===== src/rtl/life_frame_loader.sv =====
// life_frame_loader: streams a 16-row frame into the Life engine, runs it for a requested
// number of generations, then streams the snapshot of the result back out row by row.
module life_frame_loader #(
  parameter int SIDE  = 16,
  parameter int GEN_W = 8
) (
  input  logic                 clk,
  input  logic                 resetn,
  input  logic                 in_valid,
  output logic                 in_ready,
  input  logic [SIDE-1:0]      in_row,
  input  logic [GEN_W-1:0]     run_gens,
  output logic                 life_load,
  output logic [SIDE*SIDE-1:0] life_data,
  input  logic [SIDE*SIDE-1:0] life_q,
  output logic                 out_valid,
  input  logic                 out_ready,
  output logic [SIDE-1:0]      out_row,
  output logic                 out_last,
  output logic                 busy
);
  localparam int N = SIDE * SIDE;
  localparam int CW = $clog2(SIDE);
  localparam logic [CW-1:0] LAST = CW'(SIDE - 1);
  typedef enum logic [2:0] {COLLECT, LOAD, RUN, CAPTURE, DUMP} state_t;
  state_t state, state_n;
  logic [CW-1:0] row_cnt, out_cnt, out_nxt;
  logic [GEN_W-1:0] gen_cnt;
  logic [N-1:0] snapshot;
  logic in_fire, out_fire;
  function automatic logic [SIDE-1:0] row_of(input logic [N-1:0] v, input logic [CW-1:0] r);
    return v[N-1-SIDE*r -: SIDE];
  endfunction
  assign in_fire = in_valid && in_ready;
  assign out_fire = out_valid && out_ready;
  assign out_nxt = out_cnt + 1'b1;
  always_ff @(posedge clk) begin
    if (!resetn) state <= COLLECT;
    else state <= state_n;
  end
  always_comb begin
    state_n = state;
    case (state)
      COLLECT: state_n = (in_fire && row_cnt == LAST) ? LOAD : COLLECT;
      LOAD:    state_n = (gen_cnt != '0) ? RUN : CAPTURE;
      RUN:     state_n = (gen_cnt == GEN_W'(1)) ? CAPTURE : RUN;
      CAPTURE: state_n = DUMP;
      DUMP:    state_n = (out_fire && out_last) ? COLLECT : DUMP;
      default: state_n = COLLECT;
    endcase
  end
  // Status outputs are registered from the next state so they line up with the state register.
  always_ff @(posedge clk) begin
    if (!resetn) begin
      row_cnt   <= '0;
      out_cnt   <= '0;
      gen_cnt   <= '0;
      life_data <= '0;
      snapshot  <= '0;
      life_load <= 1'b0;
      out_valid <= 1'b0;
      out_row   <= '0;
      out_last  <= 1'b0;
      busy      <= 1'b0;
      in_ready  <= 1'b1;
    end else begin
      life_load <= state_n == LOAD;
      busy      <= state_n != COLLECT;
      in_ready  <= state_n == COLLECT;
      if (in_fire) begin
        life_data[N-1-SIDE*row_cnt -: SIDE] <= in_row;
        row_cnt <= row_cnt + 1'b1;
        if (row_cnt == LAST) gen_cnt <= run_gens;
      end
      if (state == RUN) gen_cnt <= gen_cnt - 1'b1;
      if (state == CAPTURE) begin
        snapshot <= life_q;
        out_cnt  <= '0;
      end
      // First DUMP cycle presents row 0; afterwards each accepted row advances the pointer.
      if (state == DUMP) begin
        if (!out_valid) begin
          out_valid <= 1'b1;
          out_row   <= row_of(snapshot, out_cnt);
          out_last  <= out_cnt == LAST;
        end else if (out_ready) begin
          if (out_last) begin
            out_valid <= 1'b0;
            out_last  <= 1'b0;
            row_cnt   <= '0;
          end else begin
            out_cnt  <= out_nxt;
            out_row  <= row_of(snapshot, out_nxt);
            out_last <= out_nxt == LAST;
          end
        end
      end
    end
  end
endmodule


===== config.mk =====
export PLATFORM = sky130hd
export DESIGN_NAME = life_frame_loader
export DESIGN_NICKNAME = d
export VERILOG_FILES = /design/src/rtl/life_frame_loader.sv
export SDC_FILE = /design/constraint.sdc
export NUM_CORES = 1
export LEC_CHECK = 0
export ABC_AREA = 1
export CORE_AREA = 2 2 217 219
export CTS_BUF_LIST = sky130_fd_sc_hd__clkbuf_16
export DETAILED_ROUTE_END_ITERATION = 10
export DIE_AREA = 0 0 219 221
export HOLD_SLACK_MARGIN = 0.1
export PLACE_DENSITY = 0.9
export SLEW_MARGIN = 25
export SYNTH_ARGS = -nofsm -noshare
export SYNTH_HDL_FRONTEND = slang
export SYNTH_SLANG_ARGS = --single-unit
export TNS_END_PERCENT = 20

===== constraint.sdc =====
create_clock -name clk -period 3.9 [get_ports clk]
set_clock_uncertainty 0.2 [all_clocks]
set_input_delay 1.17 -clock clk [delete_from_list [all_inputs] [get_ports clk]]
set_output_delay 1.17 -clock clk [all_outputs]
set_load 0.05 [all_outputs]

==> flow_summary.yaml, run 1 <==
die:
  die_area_sq_um: 48400
  io_pins: 561
  rows: 79
  die_width_um: 219
  die_h_um: 221
  coreArea_sq_um: 46100
  start_util_pct: 49.3
setup_path:
  path_class: "flop to output port"
  crit_path_end_kind: "output port"
  critical_path.max_fanout: 11
  crit_arrival_ps: 2230
  worstSetupStartpoint: "out_valid"
  critPathLaunchType: "flop"
  cp_num_buf_inv: 1
  worst_r2r_path_depth: 12
  crit_slowest_cell: "clkdlybuf4s50_1"
  reg2reg_slack_ps: 740
  regToRegStartpoint: "out_cnt[0]"
  r2r-end: "out_row[8]"
  cp_cell_sequence: "clkdlybuf4s50_1"
  cp.required_ps: 2530
  cp-endpoint: "out_valid"
  critPathTopFamily: "buffers and inverters"
  cpPeakStageDelay_ps: 950
  cp_num_cells: 1
placement:
  port_buffers: 560
  hpwl_mm: 60.4
  globalplace.congestion: 0.956
logic_synthesis:
  synth_compound_area_share_pct: 19.6
  yosysWarnings: 0
  ys_seq_area_share_pct: 48.7
  syn_inst: 3147
  synthXorXnorAreaFrac_pct: 0.116
  syn_nets: 3442
  ys_ff_latch: 552
  synth.distinct_cells: 31
  synth_top_family_by_area: "simple AND/OR/NAND/NOR gates"
  synth-simple-area-share_pct: 21.1
  synth_adder_area_share_pct: 0.606
  synth_top_area_share_pct: 48.7
  yosysTopAreaCell: "dfxtp_1"
  yosys-top-cells-area: "dfxtp_1, o21ai_0, nor2_1, a21oi_1, nand3_1"
  avgSynthCellArea_sq_um: 7.22
  synth_mux_area_share_pct: 0
  syn_area_sq_um: 22700
timing:
  slew_headroom_pct: 34.5
  fin_tns_setup_ps: 0
  timing.final.crit_share_pct: 92.4
  holdWs_ps: 252
  final-hold-violation-count: 0
  final.min_clock_period_ps: 3600
  setup_viol: 0
  rsz0062_at_grt: "no"
  tightest_slew_ps: 982
  drv_slew: 0
  max_freq_mhz: 278
route:
  routedWlPerCell_um: 20.3
  dr_total_vias: 23500
  route.detailed.drc: 0
  wl_mm: 86.0
  initialDrtViolationCount: 2872
  ant_nets: 0
  dr.pass1.iters: 6
  via_per_inst: 5.56
pwr:
  leakagePower_nw: 12.3
  p_clk_share_pct: 43.3
  power.density_nw_per_um2: 394
  p_int_mw: 9.01
  seqPwrFrac_pct: 47.9
  vdd_drop_max_mv: 0.341
  p_sw_mw: 2.95
  p_sw_share_pct: 24.6
  comb_power_share_pct: 8.7
global_route:
  grt_antenna_before_repair: 3
  grt_max_degree: 197
  grt_first_pass_wirelength_mm: 127
  overflow: 0
  first_global_vias: 22100
  grt_usage_pct: 33.8
clock_network:
  clk_pin_slew_ps: 60
  cts_resized: 0
  clock-sinks: 552
  cts_tree: "done"
  ctsHoldBuffers: 0
  clock_latency_ps: 610
  cts_setup_buffers: 0
  clk_path_buf_depth: 3
  cts-htree-levels: 2
  cts_root_buf: "clkbuf_16"
  cts_buffers: 55
worst_hold_path:
  min_path_type: "flop to flop"
  worstHoldStart: "snapshot[217]"
final_layout:
  drive_above_1_share_pct: 4.22
  finalNetCount: 3877
  area_growth_pct: 33.4
  fin_util_pct: 65.8
flow_run:
  drv_cap: 0
outcome:
  status: "finished clean"
cells in the mapped netlist:
master	instances
dfxtp_1	552
nor2_1	523
o21ai_0	504
a21oi_1	335
inv_1	328
nand3_1	319
nand2_1	270
clkbuf_1	141
buf_2	67
a211oi_1	24
nand3b_1	15
ha_1	11
buf_4	9
buf_1	7
inv_2	7
nand2_2	6
nor2_2	5
o211ai_1	5
nand4_1	3
buf_6	2
nor3_1	2
o311ai_0	2
xor2_1	2
a31oi_1	1
clkbuf_2	1
clkinv_1	1
inv_4	1
o21a_1	1
o21ai_1	1
o221ai_1	1
xnor2_1	1
layout by cell type (no fill, tap or decap), types with 24 or more instances in the layout:
master	instances
a211oi_1	24
clkbuf_16	57
clkdlybuf4s50_1	559
o21ai_0	504
inv_1	337
nor2_1	519
nand2_1	267
buf_4	37
nand3_1	318
a21oi_1	335
dfxtp_1	552
routing by layer:
metal	vias to the layer above	global-route usage, %	wire length [um]
li1	11100	-	-
met1	10700	37.1	29900
met2	1380	54.4	39000
met3	322	10.9	9870
met4	4	25.0	7130
met5	-	0	31
how the worst min path moves through the flow:
stage,depth (start not counted),to
detailed placement,2,snapshot[151]
CTS,2,snapshot[151]
finish,2,snapshot[217]
floorplan,2,snapshot[0]
global placement,2,snapshot[196]
global route,2,snapshot[217]
layout make-up:
type | instances | area, sq um
Multi-Input combinational cell | 2031 | 9460
Antenna cell | 1 | 2.50
Inverter | 337 | 1270
Tap cell | 607 | 759
Sequential cell | 552 | 11100
Timing Repair Buffer | 605 | 6050
Fill cell | 3693 | 15800
Clock inverter | 43 | 298
Clock buffer | 57 | 1430
power groups by stage:
stage | logic, mW | clock network, mW | registers [mW]
CTS | 1.02 | 5.18 | 5.73
global placement | 1.01 | 0 | 5.85
global route | 1.09 | 5.43 | 5.73
floorplan | 0.278 | 0 | 6.02
detailed placement | 1.01 | 0 | 5.85
finish | 1.04 | 5.18 | 5.73
through the flow:
stage | setup slack, ps | cell area (sq um) | total power, mW | instances
4_1_cts | 247 | 30300 | 11.9 | 4232
6_report | 297 | 30300 | 12.0 | 4233
3_3_place_gp | 672 | 28600 | 6.86 | 4132
5_1_grt | 228 | 30300 | 12.2 | 4232
3_5_place_dp | 634 | 28600 | 6.87 | 4132
2_1_floorplan | 1360 | 22700 | 6.30 | 3147
registers in the layout (all words and copies together) (netlist names), 3 cells and up:
register and flops:
snapshot 256, row_cnt 4, out_cnt 4, state 3, out_row 16, gen_cnt 8
life_data 256
cell families after synthesis:
kind of cell / after synthesis
AND/OR/NAND/NOR: 1143
AO/OA/AOI/OAI: 874
buffers and inverters: 564
flip-flops: 552
adder cells (fa/ha/maj): 11
XOR/XNOR: 3
Note: power is estimated with default switching activity, not from simulation.
==> run 2, diff against run 1 <==
--- a/config.mk
+++ b/config.mk
@@ -7,7 +7,6 @@
 export LEC_CHECK = 0
 export ABC_AREA = 1
 export CORE_AREA = 2 2 217 219
-export CTS_BUF_LIST = sky130_fd_sc_hd__clkbuf_16
 export DETAILED_ROUTE_END_ITERATION = 10
 export DIE_AREA = 0 0 219 221
 export HOLD_SLACK_MARGIN = 0.1
==> constraint.sdc (replaced) <==
create_clock -name clk -period 4.1 [get_ports clk]
set_clock_uncertainty 0.2 [all_clocks]
set_input_delay 1.23 -clock clk [delete_from_list [all_inputs] [get_ports clk]]
set_output_delay 1.23 -clock clk [all_outputs]
set_load 0.05 [all_outputs]
==> flow_summary.yaml, run 2 (same netlist as run 1, synthesis figures left out) <==
outcome:
  status: "finished clean"
timing:
  timing.final.crit_share_pct: 88.5
  rsz0062_at_grt: "no"
  tightest_slew_ps: 1000
  setup_viol: 0
  holdWs_ps: 253
  max_freq_mhz: 276
  setup_slack_ps: 470
  slew_headroom_pct: 32.5
  drv_slew: 0
  final.min_clock_period_ps: 3630
  final-hold-violation-count: 0
  fin_tns_setup_ps: 0
pwr:
  leakagePower_nw: 12.4
  power.density_nw_per_um2: 387
  fin_total_pwr_mw: 11.8
  vdd_drop_max_mv: 0.366
clock_network:
  clock-sinks: 552
  cts_buffers: 54
  clk_pin_slew_ps: 70
  cts_root_buf: "clkbuf_16"
  cts_tree: "done"
  cts-htree-levels: 2
  cts_setup_buffers: 0
  cts_resized: 0
  ctsHoldBuffers: 0
  clock_latency_ps: 610
  clk_path_buf_depth: 3
setup_path:
  regToRegStartpoint: "out_cnt[0]"
  critPathLaunchType: "flop"
  reg2reg_slack_ps: 980
  worst_r2r_path_depth: 12
  path_class: "flop to output port"
  r2r-end: "out_row[11]"
  cpPeakStageDelay_ps: 950
  crit_arrival_ps: 2200
  worstSetupStartpoint: "out_valid"
  cp_cell_sequence: "clkdlybuf4s50_1"
  crit_path_end_kind: "output port"
  crit_slowest_cell: "clkdlybuf4s50_1"
  critPathTopFamily: "buffers and inverters"
  critical_path.max_fanout: 11
  cp_num_buf_inv: 1
  cp.required_ps: 2670
placement:
  dpl_worst_slack_ps: 760
  numPlacedInstances: 4138
  globalplace.congestion: 0.967
  hpwl_mm: 60.1
  port_buffers: 560
  dpl-instance-area_sq_um: 28600
die:
  rows: 79
  die_h_um: 221
  io_pins: 561
  coreArea_sq_um: 46100
  die_area_sq_um: 48400
  start_util_pct: 49.3
  die_width_um: 219
global_route:
  grt_max_degree: 204
  overflow: 0
  first_global_vias: 22100
  grt_usage_pct: 33.8
  grt_first_pass_wirelength_mm: 127
  grt_antenna_before_repair: 3
route:
  initialDrtViolationCount: 2602
  routedWlPerCell_um: 20.2
  route.detailed.drc: 0
  dr.pass1.iters: 7
  ant_nets: 0
  via_per_inst: 5.55
  dr_total_vias: 23500
  wl_mm: 85.5
final_layout:
  final_cell_mix: "clkdlybuf4s50_1, dfxtp_1, nor2_1, o21ai_0, a21oi_1"
  drive_above_1_share_pct: 4.61
  fin_util_pct: 66.3
  fill_cells: 3696
  final_area_sq_um: 30500
  area_growth_pct: 34.4
  layout.cells.non_filler: 4235
  final_common_cell: "clkdlybuf4s50_1"
  reg_top3: "life_data (256), snapshot (256), out_row (16)"
  finalNetCount: 3882
worst_hold_path:
  min_path_type: "flop to flop"
  worstHoldStart: "snapshot[38]"
  hold_depth: 2
  min_to: "snapshot[38]"
flow_run:
  drv_cap: 0
-- run 2: worst max path at each step --
stage | endpoint | cells past startpoint | slack, ps
2_1_floorplan | life_data[86] | 8 | 1500
3_3_place_gp | gen_cnt[4] | 10 | 820
3_5_place_dp | gen_cnt[3] | 10 | 760
4_1_cts | out_valid | 1 | 400
5_1_grt | out_valid | 1 | 390
6_report | out_valid | 1 | 470
-- run 2: area by class of cell --
| class | count | area [sq um] | area share, % |
|---|---|---|---|
| repair buffers | 611 | 6090 | 20.0 |
| well taps | 607 | 759 | 2.49 |
| inverters | 337 | 1270 | 4.15 |
| multi-input cells | 2031 | 9460 | 31.0 |
| flip-flops and latches | 552 | 11100 | 36.2 |
| clock buffers | 73 | 1550 | 5.09 |
| diodes | 3 | 7.51 | 0.0246 |
| clock inverters | 21 | 337 | 1.10 |
-- run 2: layer usage --
metal | up-vias | global-route usage [%] | part of all wire [%]
met5 | - | 0 | 0.026
met4 | 4 | 24.2 | 7.8
met3 | 289 | 10.1 | 12
met2 | 1350 | 54.6 | 46
met1 | 10800 | 38.0 | 35
li1 | 11100 | - | -
-- run 2: report_power, final --
part           switching, mW  internal (mW)  leakage (nW)
registers             0.0372           5.41          4.45
logic                  0.589          0.405          6.97
clock network           2.17           3.20         0.936
total                   2.79           9.02          12.4
==> RTL change, RTL diff (settings of run 1) <==
Set the parameter `GEN_W` to 9 (it was 8).
--- a/src/rtl/life_frame_loader.sv
+++ b/src/rtl/life_frame_loader.sv
@@ -3,5 +3,5 @@
 module life_frame_loader #(
   parameter int SIDE  = 16,
-  parameter int GEN_W = 8
+  parameter int GEN_W = 9
 ) (
   input  logic                 clk,
Ports: changed (resized run_gens); port bits go from 561 to 562. The function was not compared with the original's and may differ.
==> RTL change against run 1 <==
Routed wire length shrank 2.7%. Worst setup slack improved by 270 ps. Synthesized area increased by 0.50%. Cell area up 0.23%. Power increased by 0.33%. Sequential cell count is 1 higher. Worst hold slack got worse by 0.58 ps. First-iteration DRC count is 11% higher. Critical path type unchanged. Largest cell class unchanged. Largest power group unchanged.
==> RTL change: results <==
metrics = {
    "final_layout": {
        "clk_share_pct": 5.717,
        "multi_input_area_share_pct": 31.36,
        "comb.multi_input.count": 2054,
        "drive_gt1_share_pct": 4.066,
        "syn2layout_area_growth_pct": 33.09,
        "nets": 3895,
        "buffers": 607,
        "nonClockInverterCount": 327,
        "seq_cell_count": 553,
    },
    "power": {
        "ir_drop_mv": 0.3562,
        "power_leakage_nw": 12.13,
    },
    "route": {
        "wl_mm": 83.64,
        "wl_met1_mm": 30.16,
        "viasPerCell": 5.533,
        "dr.first_iter.drc_count": 3190,
        "routedWlPerCell_um": 19.67,
        "wl_met3_mm": 9.171,
    },
    "synthesis": {
        "synth_area_leaders": "dfxtp_1 (49%), o21ai_0 (11%), nor2_1 (9.1%), a21oi_1 (7.0%), nand3_1 (7.0%)",
        "yosys-top-cells-count": "nor2_1 (555), dfxtp_1 (553), o21ai_0 (504), a21oi_1 (320), inv_1 (320)",
        "synth-seq-area-share_pct": 48.50,
    },
    "place": {
        "dp.cells": 4148,
        "hpwl_mm": 58.28,
    },
    "grt": {
        "use_met1_pct": 37.59,
        "grt_pass1_vias": 22230,
        "globalRouteMet3Util_pct": 9.278,
    },
    "outcome": {
        "status": "completed",
    },
    "critical_path": {
        "worst-path-max-fanout": 2,
        "reg2reg_to": "out_row[9]",
        "worstSetupStartpoint": "life_data[78]",
    },
}
## RTL change: changes by cell type after synthesis, moves of 5 or more
cell             run 1  this run
a21oi_1            335       320
a31oi_1              1         6
buf_2               67        78
buf_6                2         8
clkbuf_1           141       119
inv_1              328       320
nor2_1             523       555
o211ai_1             5         0
o21ai_1              1         7
## RTL change: power breakdown
group / switching (mW) / total, mW / leakage, nW / internal (mW)
Clock: 2.34 / 5.21 / 0.882 / 2.88
Sequential: 0.0363 / 5.74 / 4.46 / 5.70
Combinational: 0.612 / 1.04 / 6.78 / 0.430
## RTL change: tightest hold or removal path, stage by stage, from the launching register on
cell and delay (ps):
dfxtp_1 290, inv_1 60, a21oi_1 50
## RTL change: kinds of logic (layout without fill, tap and decap cells)
kind of cell	count (synthesis)	after routing	synth area share (%)
other	0	5	0
AO/OA/AOI/OAI	862	862	19.21
adder cells (fa/ha/maj)	11	11	0.6030
buffers and inverters	551	1033	9.949
AND/OR/NAND/NOR	1176	1176	21.54
XOR/XNOR	5	5	0.1918
flip-flops	553	553	48.50
